==> config.mk <==
export PLATFORM = sky130hd
export DESIGN_NAME = ram_wb_arbiter
export DESIGN_NICKNAME = d
export VERILOG_FILES = /design/src/rtl/wbc_ram_pkg.sv /design/src/rtl/rr_arbiter2.sv /design/src/rtl/ram_wb_arbiter.sv
export SDC_FILE = /design/constraint.sdc
export NUM_CORES = 1
export LEC_CHECK = 0
export BUFFER_PORTS_ARGS = -buffer_cell sky130_fd_sc_hd__buf_2
export CAP_MARGIN = 20
export CORE_ASPECT_RATIO = 0.6
export CORE_MARGIN = 5
export CORE_UTILIZATION = 28
export CTS_BUF_LIST = sky130_fd_sc_hd__clkbuf_4 sky130_fd_sc_hd__clkbuf_8 sky130_fd_sc_hd__clkbuf_16
export CTS_CLUSTER_DIAMETER = 50
export CTS_CLUSTER_SIZE = 40
export DETAILED_ROUTE_END_ITERATION = 16
export PLACE_DENSITY = 0.65
export SLEW_MARGIN = 40
export SYNTH_ARGS = -nofsm -noshare
export SYNTH_HDL_FRONTEND = slang
export SYNTH_SLANG_ARGS = --single-unit
==> constraint.sdc <==
create_clock -name clk_i -period 2.7 [get_ports clk_i]
set_clock_uncertainty 0.05 [all_clocks]
set_input_delay 0.81 -clock clk_i [delete_from_list [all_inputs] [get_ports clk_i]]
set_output_delay 0.81 -clock clk_i [all_outputs]
set_load 0.03 [all_outputs]
==> src/rtl/wbc_ram_pkg.sv <==
// Shared types for the on-chip RAM Wishbone arbiter: FSM states, master id
// and the latched request record.
package wbc_ram_pkg;
  localparam int ADDR_W_DEF = 12;
  localparam int WORD_AW    = 30;  // full word address carried by the latch

  typedef enum logic [1:0] {IDLE, ACCESS, RESP} ram_arb_state_t;

  typedef logic master_id_t;

  typedef struct packed {
    logic               we;
    logic [WORD_AW-1:0] adr;
    logic [3:0]         sel;
    logic [31:0]        dat;
  } wb_req_t;
endpackage

==> src/rtl/rr_arbiter2.sv <==
// Two-requester round-robin: on a tie the master that did not win last time
// is chosen; a lone requester always wins.
module rr_arbiter2
  import wbc_ram_pkg::*;
(
  input  logic [1:0] i_req,
  input  master_id_t i_last_grant,
  input  logic       i_en,
  output master_id_t o_grant,
  output logic       o_valid
);

  always_comb begin
    o_grant = 1'b0;
    if (&i_req)       o_grant = ~i_last_grant;
    else if (i_req[1]) o_grant = 1'b1;
  end

  assign o_valid = i_en & (|i_req);

endmodule

==> src/rtl/ram_wb_arbiter.sv <==
// Shares one single-port 1-cycle-read RAM between two Wishbone slave ports:
// each transfer takes IDLE -> ACCESS -> RESP, ack is raised combinationally in RESP.
module ram_wb_arbiter
  import wbc_ram_pkg::*;
#(
  parameter int ADDR_W = ADDR_W_DEF
) (
  input  logic              clk_i,
  input  logic              rst_i,
  input  logic              m0_cyc_i,
  input  logic              m0_stb_i,
  input  logic              m0_we_i,
  input  logic [31:0]       m0_adr_i,
  input  logic [3:0]        m0_sel_i,
  input  logic [31:0]       m0_dat_i,
  output logic [31:0]       m0_dat_o,
  output logic              m0_ack_o,
  input  logic              m1_cyc_i,
  input  logic              m1_stb_i,
  input  logic              m1_we_i,
  input  logic [31:0]       m1_adr_i,
  input  logic [3:0]        m1_sel_i,
  input  logic [31:0]       m1_dat_i,
  output logic [31:0]       m1_dat_o,
  output logic              m1_ack_o,
  output logic              ram_we_o,
  output logic [ADDR_W-1:0] ram_adr_o,
  output logic [3:0]        ram_be_o,
  output logic [31:0]       ram_dat_o,
  input  logic [31:0]       ram_dat_i
);

  ram_arb_state_t r_state, w_next;
  master_id_t     r_grant, r_last_grant, w_gnt;
  wb_req_t        r_req, w_sel_req;
  logic [1:0]     w_req;
  logic           w_gnt_vld, w_ack_en;

  assign w_req = {m1_cyc_i & m1_stb_i, m0_cyc_i & m0_stb_i};

  rr_arbiter2 u_arb (
    .i_req       (w_req),
    .i_last_grant(r_last_grant),
    .i_en        (r_state == IDLE),
    .o_grant     (w_gnt),
    .o_valid     (w_gnt_vld)
  );

  always_comb begin
    w_sel_req = '{we: m0_we_i, adr: m0_adr_i[31:2], sel: m0_sel_i, dat: m0_dat_i};
    if (w_gnt)
      w_sel_req = '{we: m1_we_i, adr: m1_adr_i[31:2], sel: m1_sel_i, dat: m1_dat_i};
  end

  always_comb begin
    w_next = r_state;
    case (r_state)
      IDLE:    if (w_gnt_vld) w_next = ACCESS;
      ACCESS:  w_next = RESP;
      RESP:    w_next = IDLE;
      default: w_next = IDLE;
    endcase
  end

  always_ff @(posedge clk_i) begin
    if (rst_i) begin
      r_state      <= IDLE;
      r_grant      <= 1'b0;
      r_last_grant <= 1'b1;
      r_req        <= '0;
    end else begin
      r_state <= w_next;
      if (w_gnt_vld) begin
        r_grant      <= w_gnt;
        r_last_grant <= w_gnt;
        r_req        <= w_sel_req;
      end
    end
  end

  // The RAM is touched only in ACCESS; the address/data regs just hold otherwise.
  assign ram_we_o  = (r_state == ACCESS) & r_req.we;
  assign ram_adr_o = r_req.adr[ADDR_W-1:0];
  assign ram_be_o  = r_req.sel;
  assign ram_dat_o = r_req.dat;

  // A master that dropped its strobe mid-transfer gets no ack.
  assign w_ack_en = (r_state == RESP);
  assign m0_ack_o = w_ack_en & ~r_grant & w_req[0];
  assign m1_ack_o = w_ack_en &  r_grant & w_req[1];
  assign m0_dat_o = m0_ack_o ? ram_dat_i : 32'h0;
  assign m1_dat_o = m1_ack_o ? ram_dat_i : 32'h0;

  logic w_unused;
  assign w_unused = ^{m0_adr_i[1:0], m1_adr_i[1:0], r_req.adr[WORD_AW-1:ADDR_W]};

endmodule

==> flow_summary.ini <==
[run_status]
status = finished, violations left
failed_checks = negative setup slack

[setup_path]
cpLargestDelayFamily = simple AND/OR/NAND/NOR gates
cp_slowest_cell = and4b_4
worstPathCellList = buf_2 > and2_4 > and4b_4 > buf_6 > and2_1 > buf_4
critPathRequiredTime_ns = 1.84
critPathMaxFanout = 8
cp-start-kind = input port
arrival_ns = 1.84
cp-end-kind = primary output
crit_type = input port to primary output
cp_num_buf_inv = 3
max_stage_delay_ns = 0.31

[grt]
grt_max_degree = 51
grt_pass1_vias = 3774
grt_use_total = 0.166
antenna_found_initial = 0
grt.overflow.total = 0
grt_pass1_wl_um = 19900

[clock_tree]
cts_buffer_depth = 2
cts_hold_buffers = 0
numCtsBuffers = 5
htree_levels = 2
root_buffer = clkbuf_16
cts_sinks = 53
cts_tree = built
clk_pin_slew_ns = 0.07
clk-insertion-delay-late_ns = 0.29
cts_setup_buffers = 0

[placement]
dp_slack_ns = -0.00649
placement.io_buffers = 250
routabilityCongestion = 0.743
hpwl_um = 9810
dp.cells = 767

[finish]
layout_commonest_cell = buf_2
antenna_cells = 0
finish.utilization = 0.413
fin_nets = 788
final_cells = 778
layout_common_cells = buf_2, dfxtp_1, nand3_1, a21oi_1, and2_1
drive_gt1_frac = 0.515
area_delta_synth_final_pct = 45.0
nFillCells = 1222

[logic_synthesis]
synth_cells = 429
syn_nets = 605
yosysTopAreaCellShare = 0.311
synthTopCellsByArea = dfxtp_1, and2_1, buf_4
yosys_warnings = 0
synth-seq-area-share = 0.311
netlist_area_sq_um = 3420
syn_avg_cell_area_sq_um = 7.96
synth_top_area_cell = dfxtp_1
synth_cell_types = 27
ys_ff_latch = 53

[power_and_ir_drop]
power.density_nw_per_um2 = 478
p_sw_uw = 806
p_clk_frac = 0.316
design_power_total_uw = 2370
max-vdd-ir-drop_v = 0.000211
p_leak_uw = 0.00231
p_sw_frac = 0.340
p_int_uw = 1560
p_comb_frac = 0.300
seqPwrFrac = 0.383

[die]
start_util = 0.285
fp.dieH_um = 95.6
io_pins = 291
row_count = 31
core_sq_um = 12000
design.die.area_sq_um = 14600
die_x_um = 153

[sta]
slew_viol_final = 0
holdWs_ns = 0.468
period_share = 1.00
setup_viol = 1
rsz0062_at_grt = yes
worstMarginPinSlew_ns = 0.665
final.setup.worst_slack_ns = -0.000956
slew_headroom = 0.557
min_period_ns = 2.70
hold_viol = 0
clock.fmax_ghz = 0.370

[drt]
drtIter0Drc = 218
vias_per_cell = 5.10
drc = 0
drt-pass1-iter-count = 5
num_vias = 3968
ant_nets = 0
avgRoutedWirePerCell_um = 17.6
drt-total-wl_um = 13700

[worst_hold_path]
holdCritPathClass = flop to flop

[flow_run]
drv_cap = 0
power by group through the flow:
stage / Sequential [uW] / Clock [uW] / Combinational [uW]
after detailed placement: 922 / 0 / 708
after CTS: 906 / 782 / 709
final: 907 / 749 / 711
after global placement: 920 / 0 / 684
after global routing: 917 / 805 / 765
after floorplan: 911 / 0 / 545
through the flow:
step	setup TNS, ns	area [sq um]
4_1_cts	0	4720
6_report	-0.000956	4950
2_1_floorplan	0	3430
5_1_grt	-0.0645	4950
3_3_place_gp	0	4480
3_5_place_dp	-0.0263	4520
repair_timing:
item | in CTS | in global routing
cloned | 0 | 3
endpoints found under the setup margin | 7 | 23
resized for setup | 11 | 84
registers in the layout (all words and copies together), names as in the netlist:
register and flops:
ram_dat_o 32, ram_adr_o 12, ram_be_o 4, r_state 2, r_grant 1, r_last_grant 1, r_req 1
routing by layer:
metal | vias to the layer above | wire length (um) | GRT usage
met3 | 4 | 1240 | 0.0463
met4 | 0 | 42 | 0.0230
met2 | 196 | 6430 | 0.265
met1 | 1887 | 6010 | 0.230
met5 | - | 0 | 0
li1 | 1881 | - | -
area by class of cell:
cell class	instances	area, sq um	share of cell area
timing repair buffer	272	1690	0.342
clock inverter	3	46.3	0.00935
clock buffer	5	125	0.0253
multi-input combinational	280	1820	0.368
sequential	53	1060	0.214
tap	165	206	0.0417
cell usage after synthesis:
master,count
and2_1,65
dfxtp_1,53
buf_4,51
nand3_1,51
a21oi_1,50
o21ai_0,42
a311oi_1,40
buf_2,22
clkbuf_1,18
a311oi_2,9
o21ai_1,9
buf_6,3
nor2_1,2
a22o_1,1
a22oi_2,1
and3_1,1
and3b_1,1
and4b_1,1
buf_1,1
clkbuf_2,1
nand2_1,1
nand3b_1,1
nand4b_1,1
nor2_2,1
nor3_1,1
nor3b_1,1
or2_2,1
path summary, 6_finish.rpt:
check / start / to / slack [ns] / cells past startpoint
setup / recovery: m1_cyc_i / m1_dat_o[18] / -0.001 / 6
hold / removal: ram_dat_o[25]$_SDFFE_PP0P_ / ram_dat_o[25]$_SDFFE_PP0P_ / 0.47 / 2
setup reg to reg: r_state[1]$_SDFFE_PP0P_ / ram_dat_o[4]$_SDFFE_PP0P_ / 0.91 / 4
hold reg to reg: ram_dat_o[25]$_SDFFE_PP0P_ / ram_dat_o[25]$_SDFFE_PP0P_ / 0.47 / 2
worst min-delay path: cells and delay by family (launching register included):
kind | cells | cell delay [ns]
compound gates | 2 | 0.16
flops | 1 | 0.31
kinds of logic after synthesis:
logic type             share of synthesized area
flip-flops                                 0.311
AND/OR/NAND/NOR                            0.216
AO/OA/AOI/OAI                              0.296
buffers and inverters                      0.177
Power figures use the tool's default switching activity.
